--- config.mk ---
export PLATFORM = sky130hd
export DESIGN_NAME = seven_segment_scan_decoder
export DESIGN_NICKNAME = d
export VERILOG_FILES = /design/src/rtl/seven_segment_scan_decoder.sv
export SDC_FILE = /design/constraint.sdc
export NUM_CORES = 1
export LEC_CHECK = 0
export BUFFER_PORTS_ARGS = -buffer_cell sky130_fd_sc_hd__buf_2
export CAP_MARGIN = 20
export CORE_MARGIN = 1.5
export CORE_UTILIZATION = 39
export CTS_BUF_LIST = sky130_fd_sc_hd__clkbuf_8
export CTS_CLUSTER_DIAMETER = 120
export DETAILED_ROUTE_END_ITERATION = 10
export HOLD_SLACK_MARGIN = 0.15
export PLACE_DENSITY_LB_ADDON = 0.08
export SLEW_MARGIN = 20
export SYNTH_ARGS = -nofsm -noshare
export SYNTH_HDL_FRONTEND = slang
export SYNTH_SLANG_ARGS = --single-unit
--- constraint.sdc ---
create_clock -name clk -period 7.3 [get_ports clk]
set_input_delay 0.73 -clock clk [delete_from_list [all_inputs] [get_ports clk]]
set_output_delay 0.73 -clock clk [all_outputs]
set_load 0.05 [all_outputs]
--- src/rtl/seven_segment_scan_decoder.sv ---
// Purpose: snoop a 4-digit multiplexed seven-segment scan and rebuild the shown decimal value as binary.
// Latency: the sample completing a frame comes SETTLE_CYCLES+1 cycles after the input change; score_valid follows 5 cycles after that sample.
// Backpressure: none; this is a passive monitor. Optional DP capture is enabled by defining SEG_SCAN_DP_CAPTURE_EN.
module seven_segment_scan_decoder #(
  parameter int SETTLE_CYCLES  = 4,
  parameter int SCORE_WIDTH    = 14,
  parameter int TIMEOUT_CYCLES = 262144
) (
  input  logic                   clk,
  input  logic                   reset,
  input  logic [3:0]             anode_signals,
  input  logic [7:0]             display_out,
  output logic [SCORE_WIDTH-1:0] score_out,
  output logic                   score_valid,
  output logic                   pattern_err,
  output logic                   anode_err,
  output logic                   timeout,
  output logic [3:0]             dp_out
);

  localparam int ST_W = (SETTLE_CYCLES > 2) ? $clog2(SETTLE_CYCLES) : 1;
  localparam int TO_W = $clog2(TIMEOUT_CYCLES);
  localparam logic [ST_W-1:0] ST_LAST = ST_W'(SETTLE_CYCLES - 1);
  localparam logic [TO_W-1:0] TO_LAST = TO_W'(TIMEOUT_CYCLES - 1);

  typedef enum logic [1:0] {COLLECT, CONV, DONE} state_t;

  state_t                 state;
  logic [3:0]             an_q, an_qq;
  logic [7:0]             seg_q, seg_qq;
  logic [ST_W-1:0]        settle_cnt;
  logic                   sampled;
  logic [TO_W-1:0]        tcnt;
  logic [3:0]             seen, seen_nxt;
  logic                   bad, bad_nxt;
  logic [3:0]             digit [4];
  logic [3:0]             digit_nxt [4];
  logic [3:0]             frame_digit [4];
  logic [SCORE_WIDTH-1:0] acc, acc_nxt;
  logic [1:0]             conv_idx;
  logic [1:0]             idx;
  logic                   one_low, changed, sample_fire, digit_we;
  logic                   perr_nxt, aerr_nxt, to_expire, to_pulse;
  logic                   frame_take, frame_drop, conv_last;
  logic [4:0]             dec;

  // {is_digit, value} for an active-low a..g pattern (bit 6 = a, bit 0 = g)
  function automatic logic [4:0] seg_decode(input logic [6:0] s);
    case (s)
      7'b0000001: return 5'h10;
      7'b1001111: return 5'h11;
      7'b0010010: return 5'h12;
      7'b0000110: return 5'h13;
      7'b1001100: return 5'h14;
      7'b0100100: return 5'h15;
      7'b0100000: return 5'h16;
      7'b0001111: return 5'h17;
      7'b0000000: return 5'h18;
      7'b0000100: return 5'h19;
      default:    return 5'h00;
    endcase
  endfunction

  // Register the bus once and keep the previous copy to spot changes
  always_ff @(posedge clk) begin
    if (reset) begin
      an_q   <= 4'hF;
      an_qq  <= 4'hF;
      seg_q  <= 8'hFF;
      seg_qq <= 8'hFF;
    end else begin
      an_q   <= anode_signals;
      seg_q  <= display_out;
      an_qq  <= an_q;
      seg_qq <= seg_q;
    end
  end

  // Settle counter: restarts on any change, allows one sample per dwell
  always_ff @(posedge clk) begin
    if (reset || changed) begin
      settle_cnt <= '0;
      sampled    <= 1'b0;
    end else begin
      if (settle_cnt != ST_LAST) settle_cnt <= settle_cnt + ST_W'(1);
      if (sample_fire) sampled <= 1'b1;
    end
  end

  // Sample classification, next seen/bad state, timeout and frame hand-off decisions
  always_comb begin
    changed     = {an_q, seg_q} != {an_qq, seg_qq};
    sample_fire = !changed && (settle_cnt == ST_LAST) && !sampled;
    dec         = seg_decode(seg_q[6:0]);
    one_low     = 1'b1;
    idx         = 2'd0;
    case (an_q)
      4'b0111: idx = 2'd3;
      4'b1011: idx = 2'd2;
      4'b1101: idx = 2'd1;
      4'b1110: idx = 2'd0;
      default: one_low = 1'b0;
    endcase
    digit_we = 1'b0;
    perr_nxt = 1'b0;
    aerr_nxt = 1'b0;
    seen_nxt = seen;
    bad_nxt  = bad;
    if (sample_fire && one_low) begin
      if (dec[4]) begin
        digit_we      = 1'b1;
        seen_nxt[idx] = 1'b1;
      end else begin
        perr_nxt      = 1'b1;
        seen_nxt[idx] = 1'b0;
        bad_nxt       = 1'b1;
      end
    end else if (sample_fire && an_q != 4'hF) begin
      aerr_nxt = 1'b1;
    end
    digit_nxt = digit;
    if (digit_we) digit_nxt[idx] = dec[3:0];
    to_expire = (tcnt == TO_LAST);
    to_pulse  = to_expire && (seen_nxt != 4'h0);
    if (to_expire) begin
      seen_nxt = 4'h0;
      bad_nxt  = 1'b0;
    end
    frame_take = (state == COLLECT) && (seen_nxt == 4'hF) && !bad_nxt;
    frame_drop = (state == COLLECT) && (seen_nxt == 4'hF) && bad_nxt;
    conv_last  = (state == CONV) && (conv_idx == 2'd0);
    acc_nxt    = (acc << 3) + (acc << 1) + SCORE_WIDTH'(frame_digit[conv_idx]);
  end

  // Digit collection, frame FSM, decimal-to-binary conversion and status pulses
  always_ff @(posedge clk) begin
    if (reset) begin
      state       <= COLLECT;
      seen        <= 4'h0;
      bad         <= 1'b0;
      tcnt        <= '0;
      acc         <= '0;
      conv_idx    <= 2'd0;
      score_out   <= '0;
      score_valid <= 1'b0;
      pattern_err <= 1'b0;
      anode_err   <= 1'b0;
      timeout     <= 1'b0;
      for (int i = 0; i < 4; i++) begin
        digit[i]       <= 4'h0;
        frame_digit[i] <= 4'h0;
      end
    end else begin
      pattern_err <= perr_nxt;
      anode_err   <= aerr_nxt;
      timeout     <= to_pulse;
      score_valid <= 1'b0;
      digit       <= digit_nxt;
      seen        <= (frame_take || frame_drop) ? 4'h0 : seen_nxt;
      bad         <= frame_drop ? 1'b0 : bad_nxt;
      tcnt        <= (to_expire || conv_last) ? '0 : tcnt + TO_W'(1);
      case (state)
        COLLECT: begin
          if (frame_take) begin
            frame_digit <= digit_nxt;
            acc         <= '0;
            conv_idx    <= 2'd3;
            state       <= CONV;
          end
        end
        CONV: begin
          acc      <= acc_nxt;
          conv_idx <= conv_idx - 2'd1;
          if (conv_last) begin
            score_out   <= acc_nxt;
            score_valid <= 1'b1;
            state       <= DONE;
          end
        end
        DONE:    state <= COLLECT;
        default: state <= COLLECT;
      endcase
    end
  end

`ifdef SEG_SCAN_DP_CAPTURE_EN
  logic [3:0] dp_dig, dp_dig_nxt, dp_frame;

  // Each digit's DP (active-low) travels with its value
  always_comb begin
    dp_dig_nxt = dp_dig;
    if (digit_we) dp_dig_nxt[idx] = seg_q[7];
  end

  // Snapshot DP with the frame and publish it alongside the score
  always_ff @(posedge clk) begin
    if (reset) begin
      dp_dig   <= 4'hF;
      dp_frame <= 4'hF;
      dp_out   <= 4'h0;
    end else begin
      dp_dig <= dp_dig_nxt;
      if (frame_take) dp_frame <= dp_dig_nxt;
      if (conv_last) dp_out <= ~dp_frame;
    end
  end
`else
  assign dp_out = 4'b0000;
`endif

endmodule

==> qor.yml <==
synth:
  synth_top_family_by_area: "simple AND/OR/NAND/NOR gates"
  synth-main-ff-cell: "dfxtp_1"
  synth-seq-cells: 117
  synth_xor_area_share_pct: 6.65
  synth-compound-area-share_pct: 9.61
  syn_inst: 588
  synth_top_area_cell: "dfxtp_1"
  synth_cell_type_count: 64
  yosysWarnings: 0
  synth_adder_area_share_pct: 6.56
  ys_seq_area_share_pct: 42.3
  async_flop_share_pct: 0
  synth_edf_count: 0
  synth-simple-area-share_pct: 22.8
  syn_avg_cell_area_um2: 9.41
  ys_top_cells_by_area: "dfxtp_1 42%, ha_1 5.7%, xor2_1 4.1%"
  synth_top_area_share_pct: 42.3
  syn_area_mm2: 0.00553
  synthMuxAreaShare_pct: 7.92
placed_design:
  post-place-ws_ps: 3330
  placedCellCount: 767
  place_area_mm2: 0.00576
  routabilityCongestion: 0.824
  dp_hpwl_mm: 7.64
  numPortBuffers: 31
setup_path:
  path_delay_family: "compound AO/OA/AOI/OAI gates"
  r2r_start: "conv_idx[0]$_SDFFE_PP0P_"
  cp_num_buf_inv: 2
  r2r_slack_ps: 3290
  slowest_delay_ps: 550
  crit_type: "reg -> reg"
  r2r_cells: 12
  slowest_stage: "mux4_2"
  critPathLaunchType: "flop"
  cp.required_ps: 7630
  path_cells: "mux4_2 -> inv_1 -> fa_1 -> inv_1 -> ha_1 -> a211oi_1 -> o21bai_1 -> a311o_1 -> a41o_1 -> or4_1 -> and4b_1 -> a311o_1"
  worstPathArrival_ps: 4340
  timing.rr.end: "score_out[13]$_SDFFE_PP0P_"
  path_max_fanout: 7
  cp-end-kind: "flop"
final_layout:
  diodes: 0
  multi_input_area_mm2: 0.00297
  num-fill-cells: 1375
  design_area_mm2: 0.00613
  syn2layout_area_growth_pct: 10.8
  fin_nets: 647
  drive_gt1_share_pct: 18.9
  final_cell_count_no_fill: 798
  utilization_pct: 44.2
  seqCellArea_mm2: 0.00234
min_path:
  worstHoldPathCells: 1
  whs_endpoint: "tcnt[0]$_SDFF_PP0_"
  min_path_type: "reg -> reg"
  hp-start: "tcnt[0]$_SDFF_PP0_"
global_routing:
  grt_use_met1_pct: 21.1
  grt_use_met2_pct: 27.0
  grt_util_all_layers_pct: 16.8
  antenna_found_initial: 0
  grt.busiest_layer: "met2"
  overflow: 0
  grt_pass1_wl_mm: 19.3
  grt_max_degree: 69
  grt_pass1_vias: 3959
  met3_usage_pct: 4.96
clock_network:
  clkSinkCount: 117
  h-tree-depth: 4
  cts_made_buffers: 17
  cts_max_path_buffers: 2
  cts_setup_buffers: 0
  worstSkewPairLatency_ps: 450
  clockRootBuffer: "clkbuf_8"
  cts_tree: "done"
  ctsHoldBuffers: 0
  path_clk_slew_ps: 70
  post_cts_resize_count: 0
drt:
  ant_nets: 0
  wl_mm: 11.4
  drc: 0
  drt-initial-drc-count: 197
  first_pass_iters: 4
  wl_per_cell_um: 14.3
  num_vias: 3977
  viasPerCell: 4.98
run:
  maxCapViolCount: 0
timing:
  fin_skew_ps: 11.0
  finalSetupViolations: 0
  period_needed_ps: 4010
  maxSlewViolCount: 0
  rsz0062_at_grt: "false"
  worstMarginPinSlew_ps: 919
  layout_setup_ws_ps: 3290
  fin_hold_ws_ps: 446
  min_period_over_period_pct: 54.9
  hold_viol: 0
  max_freq_mhz: 249
  max-slew-margin-rel_pct: 38.5
  fin_tns_setup_ps: 0
pwr:
  ir_worst_vdd_uv: 119
  cellLeakagePower_nw: 2.49
  power.density_mw_per_mm2: 207
  finalPower_mw: 1.27
floorplanning:
  die_h_um: 122
  die_w_um: 122
  start_util_pct: 39.9
  coreArea_mm2: 0.0139
  io_pins: 36
  rows: 43
  dieArea_mm2: 0.0149
status:
  outcome: "complete, no violations"
[cell families (layout without fill, tap and decap cells)]
kind of cell,after synthesis,count (layout)
compound gates,80,80
flops,117,117
other cells,1,4
xor+xnor,42,42
mux,32,32
fa+ha+maj,28,28
buf+inv,49,76
simple gates,239,239
[cells in the mapped netlist, drive strengths merged, types with 2 or more instances]
cell type,n
o22ai,2
inv,12
a31o,2
nor2,51
nor4,8
and3,3
ha,25
dfxtp,117
nand4,6
or2,26
a21o,4
mux4,4
nand2,56
mux2i,4
nand4b,3
nand3,27
or4,3
nor2b,29
a21oi,26
xor2,26
buf,12
a211oi,3
fa,2
mux2,24
o21ai,17
xnor2,16
and2,3
nor3,10
o2bb2ai,2
o31a,2
nor4bb,2
nor3b,3
clkbuf,25
and4b,3
a311o,2
or3,3
a31oi,4
o41ai,4
[flip-flops by register name, indices dropped and copies added, names as in the netlist, 4 cells and up]
register and flops:
an_q 4, seen 4, score_out 14, an_qq 4
frame_digit 16, tcnt 18, acc 13, seg_q 8
digit 16, seg_qq 8
[how the worst max path moves through the flow]
| stage | start | end | slack [ps] | depth (start not counted) |
|---|---|---|---|---|
| floorplan | conv_idx[0]$_SDFFE_PP0P_ | score_out[13]$_SDFFE_PP0P_ | 3460 | 13 |
| global placement | conv_idx[0]$_SDFFE_PP0P_ | score_out[13]$_SDFFE_PP0P_ | 3400 | 12 |
| global route | conv_idx[0]$_SDFFE_PP0P_ | score_out[13]$_SDFFE_PP0P_ | 3000 | 12 |
| detailed placement | conv_idx[0]$_SDFFE_PP0P_ | score_out[13]$_SDFFE_PP0P_ | 3330 | 12 |
| CTS | conv_idx[0]$_SDFFE_PP0P_ | score_out[13]$_SDFFE_PP0P_ | 3290 | 12 |
| finish | conv_idx[0]$_SDFFE_PP0P_ | score_out[13]$_SDFFE_PP0P_ | 3290 | 12 |
[metal layers]
metal / vias up / routed length (um)
met3: 17 / 363
met4: 0 / 193
met2: 48 / 5030
li1: 2058 / -
met5: - / 0
met1: 1854 / 5800
[area by class of cell]
class | count | area share (%)
Clock buffer | 20 | 4.49
Clock inverter | 11 | 1.57
Inverter | 12 | 0.735
Multi-Input combinational cell | 425 | 48.5
Sequential cell | 117 | 38.2
Tap cell | 180 | 3.67
Timing Repair Buffer | 33 | 2.78
[where the power goes]
group / internal (mW) / leakage, nW / switching (mW) / total [mW]
combinational: 0.0170 / 1.33 / 0.0284 / 0.0454
sequential: 0.646 / 0.949 / 0.0110 / 0.657
clock: 0.318 / 0.217 / 0.248 / 0.566
total: 0.981 / 2.49 / 0.287 / 1.27
[layout by cell type (no fill, tap or decap), types with 4 or more instances in the layout]
cell	instances
o41ai_1	4
o21ai_0	17
a21o_1	4
xor2_1	26
ha_1	25
mux4_2	4
a21oi_1	25
mux2_2	12
nand4_1	6
nand3_1	27
buf_2	31
dfxtp_1	117
mux2i_1	4
nor4_1	6
a31oi_1	4
inv_1	19
nor2_1	51
nand2_1	56
xnor2_1	16
conb_1	4
nor3_1	10
clkbuf_8	20
mux2_4	10
nor2b_1	29
or2_2	26
Power figures use the tool's default switching activity.
